**config.mk**
```make
export PLATFORM = sky130hd
export DESIGN_NAME = ldpc_cn_minsum_unit
export DESIGN_NICKNAME = d
export VERILOG_FILES = /design/src/rtl/ldpc_pkg.sv /design/src/rtl/ldpc_cn_lane.sv /design/src/rtl/ldpc_cn_minsum_unit.sv
export SDC_FILE = /design/constraint.sdc
export NUM_CORES = 1
export LEC_CHECK = 0
export BUFFER_PORTS_ARGS = -buffer_cell sky130_fd_sc_hd__buf_2
export CORE_MARGIN = 2
export CORE_UTILIZATION = 50
export CTS_CLUSTER_DIAMETER = 150
export CTS_CLUSTER_SIZE = 14
export DETAILED_ROUTE_END_ITERATION = 7
export PLACE_DENSITY = 0.7
export SYNTH_ARGS = -nofsm -noshare
export SYNTH_HDL_FRONTEND = slang
export SYNTH_HIERARCHICAL = 1
export SYNTH_SLANG_ARGS = --single-unit
export TNS_END_PERCENT = 5
```
**constraint.sdc**
```tcl
create_clock -name clk_i -period 4.8 [get_ports clk_i]
set_input_delay 0.24 -clock clk_i [delete_from_list [all_inputs] [get_ports clk_i]]
set_output_delay 0.24 -clock clk_i [all_outputs]
set_load 0.01 [all_outputs]
```
**src/rtl/ldpc_pkg.sv**
```systemverilog
// Shared constants, state encoding and lane magnitude helper for the
// LDPC check-node min-sum unit.
package ldpc_pkg;

    localparam int Q       = 8;
    localparam int SIMD    = 8;
    localparam int MAX_DEG = 16;
    localparam int SAT     = 63;
    localparam int DW      = Q * SIMD;
    localparam int CW      = $clog2(MAX_DEG);
    localparam int DEGW    = CW + 1;

    typedef enum logic [1:0] {
        IDLE,
        ACCUM,
        EMIT
    } cn_state_e;

    typedef logic [Q-2:0] lane_mag_t;

    localparam lane_mag_t SAT_MAG = lane_mag_t'(SAT);

    // |v| clipped to SAT; -128 negates to 0x80 which is above SAT as well.
    function automatic lane_mag_t sat_mag(input logic [Q-1:0] v);
        logic [Q-1:0] a;
        a = v[Q-1] ? (~v + 1'b1) : v;
        return (a > {1'b0, SAT_MAG}) ? SAT_MAG : a[Q-2:0];
    endfunction

endpackage

```
**src/rtl/ldpc_cn_lane.sv**
```systemverilog
// One SIMD lane of the check node: tracks min1/min2/argmin and the sign
// product, and forms the extrinsic message for the edge being emitted.
module ldpc_cn_lane
    import ldpc_pkg::*;
(
    input  logic          clk,
    input  logic          rst_n,
    input  logic          clr,
    input  logic          upd,
    input  logic [Q-1:0]  v,
    input  logic [CW-1:0] cnt,
    input  logic [CW-1:0] e,
    input  logic          sbuf_bit,
    output logic          s,
    output logic [Q-1:0]  msg
);

    lane_mag_t     mag;
    lane_mag_t     min1;
    lane_mag_t     min2;
    lane_mag_t     m;
    logic [CW-1:0] idx;
    logic          sgn;

    assign mag = sat_mag(v);
    assign s   = v[Q-1];

    always_ff @(posedge clk or negedge rst_n) begin
        if (!rst_n) begin
            min1 <= SAT_MAG;
            min2 <= SAT_MAG;
            idx  <= '0;
            sgn  <= 1'b0;
        end else if (clr) begin
            min1 <= SAT_MAG;
            min2 <= SAT_MAG;
            idx  <= '0;
            sgn  <= 1'b0;
        end else if (upd) begin
            // strict compares: ties leave the earliest edge as argmin
            if (mag < min1) begin
                min2 <= min1;
                min1 <= mag;
                idx  <= cnt;
            end else if (mag < min2) begin
                min2 <= mag;
            end
            sgn <= sgn ^ s;
        end
    end

    assign m   = (e == idx) ? min2 : min1;
    assign msg = (sgn ^ sbuf_bit) ? (~{1'b0, m} + 1'b1) : {1'b0, m};

endmodule

```
**src/rtl/ldpc_cn_minsum_unit.sv**
```systemverilog
// Check-node min-sum unit: accumulates one SIMD LLR word per edge, then
// streams back one extrinsic message word per edge.
module ldpc_cn_minsum_unit
    import ldpc_pkg::*;
(
    input  logic          clk_i,
    input  logic          rst_ni,
    input  logic          flush_i,
    input  logic          in_valid_i,
    output logic          in_ready_o,
    input  logic [DW-1:0] in_data_i,
    input  logic          in_last_i,
    output logic          out_valid_o,
    input  logic          out_ready_i,
    output logic [DW-1:0] out_data_o,
    output logic          out_last_o,
    output logic          deg_err_o,
    output logic          busy_o
);

    cn_state_e       state;
    cn_state_e       state_nxt;
    logic [CW-1:0]   cnt;
    logic [CW-1:0]   e;
    logic [DEGW-1:0] deg;
    logic [SIMD-1:0] sbuf [MAX_DEG];
    logic [SIMD-1:0] s_vec;
    logic [Q-1:0]    msg [SIMD];
    logic            in_fire;
    logic            out_fire;
    logic            last_beat;
    logic            emit_done;
    logic            clr;

    assign in_ready_o  = (state != EMIT) && !flush_i;
    assign in_fire     = in_valid_i && in_ready_o;
    assign out_valid_o = (state == EMIT);
    assign out_fire    = out_valid_o && out_ready_i && !flush_i;
    assign last_beat   = in_last_i || (cnt == CW'(MAX_DEG - 1));
    assign out_last_o  = out_valid_o && ({1'b0, e} == (deg - 1'b1));
    assign emit_done   = out_fire && out_last_o;
    assign clr         = flush_i || emit_done;
    assign busy_o      = (state != IDLE);

    always_ff @(posedge clk_i or negedge rst_ni) begin
        if (!rst_ni) state <= IDLE;
        else         state <= state_nxt;
    end

    always_comb begin
        state_nxt = state;
        if (flush_i) begin
            state_nxt = IDLE;
        end else begin
            case (state)
                IDLE, ACCUM: if (in_fire) state_nxt = last_beat ? EMIT : ACCUM;
                EMIT:        if (emit_done) state_nxt = IDLE;
                default:     state_nxt = IDLE;
            endcase
        end
    end

    always_ff @(posedge clk_i or negedge rst_ni) begin
        if (!rst_ni) begin
            cnt       <= '0;
            e         <= '0;
            deg       <= '0;
            deg_err_o <= 1'b0;
        end else begin
            deg_err_o <= in_fire && !in_last_i && (cnt == CW'(MAX_DEG - 1));
            if (clr) begin
                cnt <= '0;
                e   <= '0;
            end else begin
                if (in_fire) begin
                    cnt <= cnt + 1'b1;
                    deg <= {1'b0, cnt} + 1'b1;
                end
                if (out_fire) e <= e + 1'b1;
            end
        end
    end

    // Only entries below deg are ever read, so the buffer needs no reset.
    always_ff @(posedge clk_i) begin
        if (in_fire) sbuf[cnt] <= s_vec;
    end

    for (genvar i = 0; i < SIMD; i++) begin : g_lane
        ldpc_cn_lane u_lane (
            .clk      (clk_i),
            .rst_n    (rst_ni),
            .clr      (clr),
            .upd      (in_fire),
            .v        (in_data_i[i*Q +: Q]),
            .cnt      (cnt),
            .e        (e),
            .sbuf_bit (sbuf[e][i]),
            .s        (s_vec[i]),
            .msg      (msg[i])
        );
        assign out_data_o[i*Q +: Q] = out_valid_o ? msg[i] : '0;
    end

endmodule

```
After elaboration in Yosys (flattened, before gate mapping)
Memories as Yosys holds them, arrays and structs flattened.
Index checks and enable logic that the tools add are counted.
- add/subtract/negate cells: 20
- reductions and logical operators: 51
- bitwise operators: 33
- order comparisons: 24
- eq/ne operators: 15
- muxes and demuxes: 147
- operator list (cell ; count):
    7-bit 2-to-1 mux ; 72
    8-bit 2-to-1 mux ; 24
    8-bit by 1-bit adder with 8-bit output, second input constant ; 16
    7-bit less-than comparator ; 16
    4-bit 2-to-1 mux ; 28
    8-bit by 6-bit > comparator with 1-bit output, second input constant ; 8
    7-bit NOT with 8-bit output ; 8
    8-bit NOT ; 8
    2-bit AND reduction ; 18
    4-bit equality test ; 8
    3-bit nonzero test ; 8
    2-bit nonzero test ; 11
    1-bit 2-to-1 mux ; 18
    1-bit XOR ; 16
    4-bit by 1-bit adder with 4-bit output, second input constant ; 2
    1-bit logical AND ; 8
    2-bit 2-to-1 mux ; 4
    4-bit by 1-bit adder with 5-bit output, second input constant ; 1
    4-bit by 5-bit equality test with 1-bit output ; 1
    5-bit by 1-bit subtractor with 5-bit output, second input constant ; 1
    4-bit equality test, second input constant ; 1
    2-bit one-hot mux with 2 select lines ; 1
    3-bit by 2-bit != test with 1-bit output, second input constant ; 1
    3-bit != test, second input constant ; 1
    other kinds (8) ; 10
- memories: 1
- output and inout bits: 69
- RAM bits: 128
- flip-flop bits (word level): 168
- memory list (name ; depth ; width ; read ports ; clocked after memory_dff ; write ports ; RTL line ; RTL):
    sbuf ; 16 ; 8 ; 1 ; 0 ; 1 ; ldpc_cn_minsum_unit.sv:26 ; logic [SIMD-1:0] sbuf [MAX_DEG];

Longest topological paths before layout
- word-level depth: 10
- mapped depth: 14

Hierarchy
Netlist, hierarchy kept.
- modules (own cells, without submodules) (module ; cells each ; instances ; area each (um^2)):
    ldpc_cn_lane at g_lane[1].u_lane ... ; 213 ; 5 ; 1755.4
    ldpc_cn_minsum_unit ; 359 ; 1 ; 6371.1
    ldpc_cn_lane at g_lane[5].u_lane ; 219 ; 1 ; 1873.0
    ldpc_cn_lane at g_lane[7].u_lane ; 229 ; 1 ; 1811.7
    ldpc_cn_lane at g_lane[0].u_lane ; 213 ; 1 ; 1801.7

Least setup slack after synthesis
No wires, ideal clock.
- path type: reg-to-reg
- from: register e[3]
- to: register g_lane[5].u_lane.min2[1]
- cell stages (with the launch flop): 13
- arrival time: 3729 ps
- buffers on the path: 2
- setup slack: 985 ps
- data required time: 4714 ps
- setup time: 86 ps
- cell sequence: dfrtp_1 buf_4 xor2_1 xnor2_1 o311a_1 a21o_1 clkbuf_2 o2bb2ai_1 a311o_1 or4b_1 o22a_4 a21oi_2 a21oi_1
- cells in the longest elaborated chain, start to end: 6
- elaborated cells on any way between the ends: 8
- those cells by class: eq/ne: 1; mux: 1; reduce/logical: 6
- RTL lines (item ; RTL line ; RTL):
    start, declared ; ldpc_cn_minsum_unit.sv:24 ; logic [CW-1:0] e;
    start signal, assigned ; ldpc_cn_minsum_unit.sv:79 ; if (out_fire) e <= e + 1'b1;
    4-bit by 5-bit equality test with 1-bit output * ; ldpc_cn_minsum_unit.sv:40 ; assign out_last_o = out_valid_o && ({1'b0, e} == (deg - 1'b1));
    1-bit logical AND * ; ldpc_cn_minsum_unit.sv:40 ;
    1-bit logical AND * ; ldpc_cn_minsum_unit.sv:41 ; assign emit_done = out_fire && out_last_o;
    1-bit logical OR * ; ldpc_cn_minsum_unit.sv:42 ; assign clr = flush_i || emit_done;
    via clr ; ldpc_cn_minsum_unit.sv:33 ; logic clr;
    3-bit nonzero test (no source line) or 2-bit nonzero test (tied branches) ; n/a ;
    2-bit AND reduction (no source line) ; n/a ;
    end signal, assigned ; ldpc_cn_lane.sv:42 ; min2 <= min1;
    end signal, assigned ; ldpc_cn_lane.sv:46 ; min2 <= mag;
    end, declared ; ldpc_cn_lane.sv:20 ; lane_mag_t min2;
The timed path passes the listed nets; every way through them passes the cells marked *.
A chain may end at the register's enable or synchronous reset.

==> summary.txt <==
Run status
  • Outcome: completed

Clock tree
  • Num Clock Sinks: 296
  • Clk buf depth: 3
  • Worst-Skew Late Latency: 530 ps
  • TritonCTS clock tree: built
  • Root buffer cell: clkbuf_16
  • Clock slew at reported path FFs: 70 ps
  • CTS H-Tree Depth: 1
  • Setup bufs post-CTS: 0
  • Cts bufs inserted: 25

Yosys
  • Leading area contributor after synthesis: edfxtp_1
  • Post-Synthesis Cell Area: 0.0206 sq mm
  • Top post-synthesis cells by area: edfxtp_1, dfstp_2, dfrtp_1
  • Mean Syn Cell Area: 9.90 sq um
  • YS warnings: 6
  • Seq cells post-synth: 296
  • Post-synth cell types: 103
  • Post-synth EDFFs: 128
  • Async set-or-reset flop fraction in the synthesized netlist: 56.8%
  • Cell count after synthesis: 2,085
  • Register area share after synthesis: 39.6%
  • Synth Flop Type: edfxtp_1
  • Share of the synthesized area in the top cell type: 18.6%

Route
  • Routed Antenna Nets: 0
  • Starting DRT DRC Count: 1,484
  • WL/cell: 18.5 um
  • WL final: 50.9 mm
  • Vias/cell: 6.00
  • Pre-antenna DRT Iters: 6
  • Drt drc: 0
  • DR vias: 16.5k

Placement
  • DP Area: 0.0217 sq mm
  • Input/output buffers: 138
  • GP Congestion: 0.885
  • Post-DP HPWL: 35.9 mm

Worst setup path
  • CP Max Fanout: 35
  • CP max-delay cell: dfrtp_4
  • CP required: 4560 ps
  • Startpoint types: flip-flop
  • Setup CP Type: reg -> out
  • Worst Path Arrival: 4020 ps
  • Crit path capture type: output port
  • CP cell instances: buf_4, mux4_1, mux4_2, xnor2_1, nor2_1, xnor2_1, nor2_1, a21oi_1, and2_1, buf_2
  • Slowest cell delay on critical path: 850 ps

Finish
  • Commonest non-fill, non-tap cell in the layout: nand2_1
  • Final Net Count: 2,391
  • Most frequent cells in the layout: nand2_1, a21oi_1, inv_1
  • Final instance area: 0.0224 sq mm
  • Syn-to-layout area delta: 8.71%
  • Util after Layout: 55.1%
  • Ant. Diodes: 0
  • Share of cells above drive strength 1: 17.9%

STA
  • Clk_skew: 25.1 ps
  • Fmax: 0.234 GHz
  • Final min period: 4260 ps
  • Fin. max-slew vios: 0
  • Slew @ Worst Pin: 1090 ps
  • Final setup violation count: 0
  • RSZ-0062 raised after global routing: no
  • Fin. Hold Viols: 0
  • Final TNS setup: 0 ps
  • Rel. slew slack: 27.5%
  • Period utilization: 88.9%

Global routing
  • Initial antenna violation count: 0
  • Total GRT Usage: 23.1%
  • Number of global-route vias before repair: 15.8k
  • Largest net degree at the start of global routing: 169
  • First-pass GRT wire length: 82.8 mm
  • Total grt overflow: 0

Die
  • IO Count: 139
  • Die Wd: 207 um
  • FP Rows: 74
  • Core area: 0.0407 sq mm
  • Die height: 207 um
  • Die Footprint: 0.0429 sq mm
  • Starting Density: 50.7%

Pwr
  • PwrDens: 297 mW/mm^2
  • Sequential share of power: 44.6%
  • Sw frac: 31.9%
  • P_sw: 0.00212 W
  • Clock network power share: 28.3%
  • Gate power share: 27.1%
  • VDD IR max: 0.225 mV
  • Final Total Pwr: 0.00666 W
  • Pint: 0.00454 W
  • Leak pwr: 9.52 nW

Min path
  • Hold WC Path Type: in -> reg

Run
  • # Max-Cap Violations: 0
routing by layer:
layer / vias up / track usage [%] / routed length [um]
li1: 7914 / - / -
met1: 8030 / 32.7 / 22900
met2: 501 / 38.7 / 24400
met3: 65 / 1.93 / 2640
met4: 0 / 5.69 / 931
met5: - / 0 / 0
worst max-delay path, delay by kind of cell (launching register included):
kind,cells,cell delay [ps]
muxes,2,1060
AOI/OAI and AO/OA,1,140
and+or+nand+nor,3,330
DFF,1,850
xor gates and xnor gates,2,700
buffers and inverters,2,380
registers in the layout, summed over array words and instances, names as in the netlist:
signal              cells
sbuf                  128
g_lane.u_lane/min1     56
g_lane.u_lane/min2     56
g_lane.u_lane/idx      32
g_lane.u_lane/sgn       8
deg                     5
cnt                     4
e                       4
state                   2
deg_err_o               1
per-stage QoR:
step                setup slack [ps]  hold WS, ps  instances
global route                     285         62.7       2753
finish                           535         38.8       2753
global placement                 831          431       2705
detailed placement               806          433       2705
CTS                              221         23.7       2753
floorplan                        985        -55.6       2093
Yosys cell counts (all sizes together) (7+ instances only):
cell	number
a21o	31
a21oi	171
a221oi	13
a311o	8
a311oi	8
a31o	10
a31oi	30
and2	77
and3	37
and4b	8
buf	48
clkbuf	34
conb	8
dfrtp	72
dfstp	96
edfxtp	128
ha	118
inv	153
mux2i	38
mux4	40
nand2	203
nand2b	12
nand3	30
nand4	22
nor2	136
nor2b	12
nor3	74
nor3b	7
nor4	13
o2111ai	8
o211a	14
o211ai	59
o21a	14
o21ai	102
o21bai	7
o22a	7
o31ai	9
or3	7
or4b	12
xnor2	77
xor2	40
cells by family after synthesis:
kind of cell               count (synthesis)  synth area share (%)
AOI/OAI and AO/OA                        545                  18.5
xor gates and xnor gates                 117                  4.97
adders and majority gates                118                  7.16
buffers and inverters                    235                  5.46
DFF                                      296                  39.6
muxes                                     79                  6.63
other                                      8                 0.146
and+or+nand+nor                          687                  17.5
repair_timing:
action / 4_1_cts / 5_1_grt
endpoints found under the hold margin: 74 / 0
endpoints found under the setup margin: 0 / 1
resized for setup: 0 / 1
hold buffers: 3 / 0
final timing paths:
kind | from | to | slack (ps) | cells past startpoint
max | e[0] | out_data_o[27] | 540 | 10
max reg2reg | state[0] | g_lane[5].u_lane/min2[5] | 1150 | 10
min reg2reg | state[1] | state[0] | 490 | 1
min in group asynchronous | rst_ni | g_lane[3].u_lane/idx[2] | 410 | 3
max in group asynchronous | rst_ni | e[0] | 3550 | 3
min | out_ready_i | state[1] | 40 | 3
power groups by stage:
stage                     Sequential, W  Combinational, W  Clock [W]
after global placement          0.00301           0.00175          0
after detailed placement        0.00301           0.00179          0
after CTS                       0.00297           0.00180    0.00193
final                           0.00297           0.00181    0.00188
after global routing            0.00299           0.00202    0.00203
after floorplan                 0.00296           0.00136          0
cell type report:
| class | instances | area, sq um |
|---|---|---|
| fillers | 3572 | 18300 |
| well taps | 532 | 666 |
| multi-input cells | 1562 | 11400 |
| repair buffers | 165 | 920 |
| inverters | 153 | 574 |
| flip-flops and latches | 296 | 8170 |
| clock inverters | 1 | 16.3 |
| clock buffers | 44 | 697 |
No activity file was read; power rests on OpenSTA's default activity.
